<file path="src/rtl/pic_load_ctrl.sv">
`default_nettype none
// ============================================================================
// Module   : pic_load_ctrl
// Brief    : Job sequencer ahead of the pattern-to-index/compressed converter.
//            Clears the converter, streams K kernel words from weight memory
//            through a 2-entry buffer and tracks per-position slot overflow.
//            Optional abort/aborted port pair: define PIC_LOAD_ABORT_EN.
// Revision : 1.0  initial release
// ============================================================================
module pic_load_ctrl #(
  parameter int DATA_WIDTH = 8,
  parameter int K          = 10,
  parameter int S          = 3,
  parameter int KH         = 3,
  parameter int KW         = 3,
  parameter int ADDR_WIDTH = 8
) (
  input  logic                             clk,
  input  logic                             rst_b,
  input  logic                             start,
  input  logic [ADDR_WIDTH-1:0]            base_addr,
`ifdef PIC_LOAD_ABORT_EN
  input  logic                             abort,
  output logic                             aborted,
`endif
  output logic                             busy,
  output logic                             done,
  output logic                             conv_clr,
  output logic                             rd_en,
  output logic [ADDR_WIDTH-1:0]            rd_addr,
  input  logic [KH*KW*DATA_WIDTH-1:0]      rd_data,
  output logic                             w_valid,
  input  logic                             w_ready,
  output logic [KH*KW*DATA_WIDTH-1:0]      w_data,
  output logic [7:0]                       w_kidx,
  output logic                             w_last,
  output logic                             ovf,
  output logic [KH*KW-1:0]                 ovf_mask
);

  localparam int         NPOS = KH * KW;
  localparam int         WW   = NPOS * DATA_WIDTH;
  localparam int         CW   = (S < 1) ? 1 : $clog2(S + 1);
  localparam logic [7:0] KL   = 8'(K);

  typedef enum logic [2:0] {
    ST_IDLE   = 3'd0,
    ST_CLEAR  = 3'd1,
    ST_STREAM = 3'd2,
    ST_DRAIN  = 3'd3,
    ST_DONE   = 3'd4
  } state_t;

  state_t                r_state;
  logic [ADDR_WIDTH-1:0] r_base;
  logic [7:0]            r_n;
  logic [7:0]            r_kidx;
  logic                  r_inflight;
  logic [WW-1:0]         r_fifo [2];
  logic                  r_wptr;
  logic                  r_rptr;
  logic [1:0]            r_cnt;
  logic [CW-1:0]         r_occ [NPOS];
  logic                  r_ovf;
  logic [NPOS-1:0]       r_ovf_mask;
  logic                  r_done;
  logic                  r_clr;

  logic                  w_abort;
  logic                  w_xfer;
  logic                  w_rd_go;
  logic                  w_push;
  logic                  w_pop;
  logic [2:0]            w_occ_sum;
  logic [WW-1:0]         w_head;

`ifdef PIC_LOAD_ABORT_EN
  logic                  r_aborted;
  assign w_abort = abort && ((r_state == ST_CLEAR) || (r_state == ST_STREAM) ||
                             (r_state == ST_DRAIN));
  assign aborted = r_aborted;
`else
  assign w_abort = 1'b0;
`endif

  // Read data arriving this cycle bypasses the empty buffer so the first word
  // is presented in the cycle it returns from memory.
  assign w_valid   = (r_cnt != 2'd0) || r_inflight;
  assign w_head    = (r_cnt != 2'd0) ? r_fifo[r_rptr] : (r_inflight ? rd_data : '0);
  assign w_xfer    = w_valid && w_ready;
  assign w_push    = r_inflight && !((r_cnt == 2'd0) && w_xfer);
  assign w_pop     = w_xfer && (r_cnt != 2'd0);
  assign w_occ_sum = {1'b0, r_cnt} + {2'b00, r_inflight};

  // Never more than two words buffered or in flight once this cycle's pop is counted.
  assign w_rd_go   = (r_state == ST_STREAM) && (r_n < KL) &&
                     (w_occ_sum < (3'd2 + {2'b00, w_xfer}));

  assign rd_en     = w_rd_go;
  assign rd_addr   = w_rd_go ? (r_base + ADDR_WIDTH'(r_n)) : '0;
  assign w_data    = w_head;
  assign w_kidx    = w_valid ? r_kidx : 8'd0;
  assign w_last    = w_valid && (r_kidx == KL);

  assign busy      = (r_state != ST_IDLE);
  assign done      = r_done;
  assign conv_clr  = r_clr;
  assign ovf       = r_ovf;
  assign ovf_mask  = r_ovf_mask;

  always_ff @(posedge clk or negedge rst_b) begin
    if (!rst_b) begin
      r_state    <= ST_IDLE;
      r_base     <= '0;
      r_n        <= 8'd0;
      r_kidx     <= 8'd0;
      r_inflight <= 1'b0;
      r_wptr     <= 1'b0;
      r_rptr     <= 1'b0;
      r_cnt      <= 2'd0;
      r_ovf      <= 1'b0;
      r_ovf_mask <= '0;
      r_done     <= 1'b0;
      r_clr      <= 1'b0;
      for (int i = 0; i < 2; i++) r_fifo[i] <= '0;
      for (int p = 0; p < NPOS; p++) r_occ[p] <= '0;
`ifdef PIC_LOAD_ABORT_EN
      r_aborted  <= 1'b0;
`endif
    end else begin
      r_done <= 1'b0;
      r_clr  <= 1'b0;
`ifdef PIC_LOAD_ABORT_EN
      r_aborted <= 1'b0;
`endif

      if (w_abort) begin
        r_inflight <= 1'b0;
        r_cnt      <= 2'd0;
        r_wptr     <= 1'b0;
        r_rptr     <= 1'b0;
      end else begin
        r_inflight <= w_rd_go;
        if (w_push) begin
          r_fifo[r_wptr] <= rd_data;
          r_wptr         <= ~r_wptr;
        end
        if (w_pop) r_rptr <= ~r_rptr;
        r_cnt <= r_cnt + {1'b0, w_push} - {1'b0, w_pop};
      end

      if (w_xfer) begin
        r_kidx <= r_kidx + 8'd1;
        for (int p = 0; p < NPOS; p++) begin
          if (w_head[p*DATA_WIDTH +: DATA_WIDTH] != '0) begin
            if (r_occ[p] < CW'(S)) begin
              r_occ[p] <= r_occ[p] + CW'(1);
            end else begin
              r_ovf_mask[p] <= 1'b1;
              r_ovf         <= 1'b1;
            end
          end
        end
      end

      case (r_state)
        ST_IDLE: begin
          if (start) begin
            r_base  <= base_addr;
            r_clr   <= 1'b1;
            r_state <= ST_CLEAR;
          end
        end
        ST_CLEAR: begin
          r_n        <= 8'd0;
          r_kidx     <= 8'd1;
          r_ovf      <= 1'b0;
          r_ovf_mask <= '0;
          for (int p = 0; p < NPOS; p++) r_occ[p] <= '0;
          r_state    <= ST_STREAM;
        end
        ST_STREAM: begin
          if (w_rd_go) begin
            r_n <= r_n + 8'd1;
            if (r_n == KL - 8'd1) r_state <= ST_DRAIN;
          end
        end
        ST_DRAIN: begin
          if ((r_cnt == 2'd0) && !r_inflight) begin
            r_done  <= 1'b1;
            r_state <= ST_DONE;
          end
        end
        ST_DONE: r_state <= ST_IDLE;
        default: r_state <= ST_IDLE;
      endcase

      if (w_abort) begin
        r_state <= ST_IDLE;
        r_done  <= 1'b0;
`ifdef PIC_LOAD_ABORT_EN
        r_aborted <= 1'b1;
`endif
      end
    end
  end

endmodule
`default_nettype wire

</file>
<file path="config.mk">
export PLATFORM = sky130hd
export DESIGN_NAME = pic_load_ctrl
export DESIGN_NICKNAME = d
export VERILOG_FILES = /design/src/rtl/pic_load_ctrl.sv
export SDC_FILE = /design/constraint.sdc
export NUM_CORES = 1
export LEC_CHECK = 0
export ABC_AREA = 0
export BUFFER_PORTS_ARGS = -buffer_cell sky130_fd_sc_hd__clkbuf_2
export CORE_ASPECT_RATIO = 1.5
export CORE_UTILIZATION = 40
export DETAILED_ROUTE_END_ITERATION = 12
export PLACE_DENSITY_LB_ADDON = 0.3
export SKIP_CTS_REPAIR_TIMING = 1
export SYNTH_ARGS = -nofsm -noshare
export SYNTH_HDL_FRONTEND = slang
export SYNTH_SLANG_ARGS = --single-unit
</file>
<file path="constraint.sdc">
create_clock -name clk -period 5.15 [get_ports clk]
set_clock_uncertainty 0.05 [all_clocks]
set_input_delay 1.545 -clock clk [delete_from_list [all_inputs] [get_ports clk]]
set_output_delay 1.545 -clock clk [all_outputs]
set_load 0.01 [all_outputs]
</file>
# After elaboration in Yosys (flattened, before gate mapping)

Cells that the tools add are included.

$add $sub $neg: 16
Equality and inequality tests: 18
Reductions and logical operators: 66
Bitwise logic cells: 4
$lt $le $gt $ge: 14
Mux-type cells: 85

Operator list:

| operator              | count |
|---|---|
| $mux W72              | 6 |
| $bwmux W144           | 1 |
| $demux W72 S1         | 1 |
| $reduce_bool A8 Y1    | 9 |
| $reduce_and A3 Y1     | 18 |
| $mux W1               | 44 |
| $reduce_bool A2 Y1    | 21 |
| $mux W8               | 5 |
| $mux W18              | 2 |
| $mux W2               | 18 |
| $ne A2 B1 Y1 const B  | 10 |
| $add A2 B1 Y2 const B | 9 |
| $lt A2 B2 Y1 const B  | 9 |
| $mux W9               | 2 |
| $add A8 B1 Y8 const B | 2 |
| $eq A8 B4 Y1 const B  | 2 |
| $pmux W8 S2           | 1 |
| $mux W3               | 4 |
| $pmux W3 S4           | 1 |
| $logic_and A1 B1 Y1   | 9 |
| $add A8 B8 Y8         | 1 |
| $lt A8 B4 Y1 const B  | 1 |
| $eq A3 B2 Y1 const B  | 2 |
| $ne A2 B2 Y1 const B  | 3 |
| other kinds (17)      | 22 |

Logic and storage cells: 234
Flip-flop bits (word level): 206
Output and inout port bits: 104
Bits of input ports: 84

# Logic depth before layout (Yosys ltp)

Depth in word-level cells: 27
Gate-level depth with buffers: 12
Gate-level depth less buffers: 9

# Worst setup path before layout

No wires, ideal clock.

Kind: input-to-output
Start point: input w_ready
End point: output rd_addr[2]
Data arrival time: 2.310 ns
Setup slack: 1.245 ns
Stages on the path: 5
Cells stage by stage: o31ai_1 > o21ai_0 > nand4_1 > clkbuf_1 > nor2_1

Cells in the longest elaborated chain, start to end: 5

RTL lines:

| item                | RTL line | text |
|---|---|---|
| start, declared     | 33       | `input logic w_ready,` |
| $logic_and A1 B1 Y1 | 90       | `assign w_xfer = w_valid && w_ready;` |
| $add A2 B1 Y3       | 97       | `(w_occ_sum < (3'd2 + {2'b00, w_xfer}));` |
| $lt A3 B3 Y1        | 97       |  |
| $logic_and A1 B1 Y1 | 96       | `assign w_rd_go = (r_state == ST_STREAM) && (r_n < KL) &&` |
| $mux W8             | 100      | `assign rd_addr = w_rd_go ? (r_base + ADDR_WIDTH'(r_n)) : '0;` |
| end, declared       | 30       | `output logic [ADDR_WIDTH-1:0] rd_addr,` |

No other way between the ends.

# Worst setup path in the final report

Start point: register r_n[0]
End point: output rd_addr[6]

Cells in the longest elaborated chain, start to end: 4
Elaborated cells between the ends (all ways): 5

RTL lines:

| item                             | RTL line | text |
|---|---|---|
| start, declared                  | 56       | `logic [7:0] r_n;` |
| start signal, assigned           | 184      | `r_n <= r_n + 8'd1;` |
| $lt A8 B4 Y1                     | 96       |  |
| $logic_and A1 B1 Y1 (2 in a row) | 96       |  |
| $mux W8 (*)                      | 100      |  |

Mark *: on every way between the ends. The rest lies on a longest branch, timed or not.

==> impl_metrics.toml <==
[worst_setup_path]
path_delay_family = "compound AO/OA/AOI/OAI gates"
slowest_stage = "dfrtp_1"
critical_path_class = "reg -> out"
critical_path_required_time_ns = 3.56
critical_path_arrival_ns = 2.66
critical_path.cell_chain = "ha_1 -> fa_1 -> a21oi_1 -> o21bai_1 -> a21o_1 -> a21oi_1 -> xor2_1 -> nor2_1 -> clkbuf_2"
startpoint_class_of_the_critical_path = "flip-flop"
crit_buf_inv = 1
end_kind = "primary output"
worst_path_largest_cell_delay_ns = 0.45
critical-path-top-cell-by-count = "a21oi_1"
critical_path_peak_fanout = 6

[placed_design]
last_weighted_congestion_value_of_the_routability_driven_placer = 0.785
port-buffer-count = 187
detailed_place_hpwl_um = 18400

[layout]
mostFrequentLayoutCell = "dfrtp_1"
seq_area_um2 = 5160
design.final.nets = 1205
multi_input_comb_area_um2 = 5220
synthToLayoutAreaGrowth_pct = 18.4
post_route_utilization = 0.481
num-fill-cells = 2462
post_route_cells_drive_above_1_share = 0.371
final_cell_mix = "dfrtp_1, clkbuf_2, mux2_2"

[power_and_ir_drop]
total_power_w = 0.00941
ir_worst_vdd_mv = 0.502
total_leakage_power_nw = 5.79
power-per-cell-area_nw_per_um2 = 739

[yosys]
ys_dominant_reg_cell = "dfrtp_1"
synth-simple-area-share = 0.112
synth_top_family_by_area = "multiplexers"
synth.yosys.seq_area_share = 0.479
synth-adder-area-share = 0.0298
netlist.top_cell.by_area = "dfrtp_1"
post_synth_instance_area_um2 = 10800
yosysWarnings = 0
muxShareOfSynthArea = 0.234
synth_compound_area_frac = 0.0854
synth_seq_cells = 206
postSynthAreaPerCell_um2 = 11.6
synth_xor_area_frac = 0.0228
yosys-top-cells-area = "dfrtp_1, mux2_2, mux2i_1"
synth_cells = 929
post_synthesis_net_count = 1038
synth_enable_flop_cells = 0
synthArstFlopShare = 1.00
synth_cell_type_count = 54
synth_top_area_frac = 0.479

[global_route]
groute.usage.overall = 0.196
antenna_found_initial = 2
global_route.overflow_total = 0
grt_max_degree = 97
wire_length_of_the_first_global_routing_pass_um = 42800
first_global_vias = 7881

[flow_run]
max_cap_violations = 0

[die]
die_width_um = 136
chipHeight_um = 203
die-area_um2 = 27600
std_cell_rows = 73
fp.coreArea_um2 = 26500
initial_core_util = 0.406
io_pins = 188

[clock_tree]
clock-sinks = 206
clock-root-buffer = "clkbuf_16"
number_of_buffers_added_by_the_clock_tree_synthesis_step = 23
clock_tree_from_tritoncts = "yes"
clock_tree.htree_level_count = 1
cts.path.max_buffers = 3
worst_skew_pair.late_latency_ns = 0.50
clk_pin_slew_worst_paths_ns = 0.06

[detailed_routing]
wl_um = 26600
drt.antenna.violating_nets = 0
detail_route.drc_violations = 0
via_count = 7819
detailedRoute.firstIterationViolations = 310
drt_pass1_iterations = 4
routed_wire_length_per_instance_um = 18.3
routed_via_density = 5.40

[status]
run_status = "finished, final reports clean"

[worst_hold_path]
holdCritPathClass = "reg -> reg"

[sta]
rsz0062_at_grt = "false"
timing.final.hold_violations = 0
timing.slew.headroom = 0.321
setup_viol = 0
finalCritPeriodShare = 0.826
slew_viol_final = 0
setup_tns_ns = 0
max_slew.worst_pin.slew_ns = 1.02
period_minus_slack_ns = 4.25
max_clock_freq_mhz = 235
## routing by layer
| layer | wire (µm) | global-route usage |
|---|---|---|
| met5 | 17 | 0 |
| met4 | 516 | 0.0516 |
| met3 | 1280 | 0.0370 |
| met2 | 13600 | 0.347 |
| met1 | 11100 | 0.240 |
## cell type report
| type | count | share of cell area |
|---|---|---|
| multi-input combinational | 648 | 0.410 |
| sequential | 206 | 0.405 |
| timing repair buffer | 201 | 0.0863 |
| clock buffer | 30 | 0.0504 |
| tap | 337 | 0.0331 |
| clock inverter | 10 | 0.00982 |
| inverter | 16 | 0.00491 |
| antenna | 1 | 0.000196 |
## flip-flops by register name, indices dropped and copies added (netlist names), 2 cells and up
signal	cells
r_state	3
r_occ	18
ovf_mask	9
r_n	8
r_kidx	8
r_fifo	144
r_base	8
r_cnt	2
## kinds of logic (layout without fill, tap and decap cells)
group	after synthesis	after routing
compound gates	161	161
xor+xnor	28	28
fa+ha+maj	25	25
buf+inv	75	257
flops	206	206
mux	233	233
other cells	0	1
simple gates	201	201
## report_power, final
| group | internal [W] | total, W | switching, W | leakage (nW) |
|---|---|---|---|---|
| Combinational | 0.00217 | 0.00454 | 0.00238 | 2.95 |
| Clock | 0.00102 | 0.00168 | 0.000653 | 0.386 |
| Sequential | 0.00244 | 0.00319 | 0.000753 | 2.45 |
## final timing paths
path                                  start     endpoint  slack [ns]  depth (start not counted)
worst max-delay path                 r_n[0]   rd_addr[6]        0.90                          9
worst max register to register       r_rptr          ovf        1.54                          8
worst min-delay path            ovf_mask[6]  ovf_mask[6]        0.45                          2
max in group asynchronous             rst_b   r_fifo[51]        2.95                          2
worst min register to register  ovf_mask[6]  ovf_mask[6]        0.45                          2
min in group asynchronous             rst_b   r_fifo[11]        1.07                          1
## worst reg2reg max path, delay by kind of cell (launching register included)
kind / cells / cell delay, ns
buf+inv: 1 / 0.47
simple gates: 3 / 1.19
flops: 1 / 1.07
compound gates: 4 / 0.71
## through the flow
stage	hold WS, ns	worst slack [ns]	instances	instance area, µm²
after floorplan	0.407	1.25	929	10800
after global placement	0.419	0.951	1408	12000
after detailed placement	0.442	0.902	1408	12000
after CTS	0.455	0.818	1448	12700
after global routing	0.466	0.717	1448	12700
final	0.453	0.898	1449	12700
## Yosys cell counts (all sizes together) (6+ instances only)
master / instances
dfrtp: 206
mux2: 152
mux2i: 81
a21oi: 76
nor2: 58
nand3: 44
buf: 43
o21ai: 42
ha: 24
xor2: 19
and2: 17
or4: 17
clkbuf: 16
inv: 16
nor3: 14
nor4: 13
nand2: 9
o211ai: 9
xnor2: 9
a31oi: 8
or3: 8
a211oi: 7
o31ai: 7
or4b: 6
(Power assumes the default switching activity.)
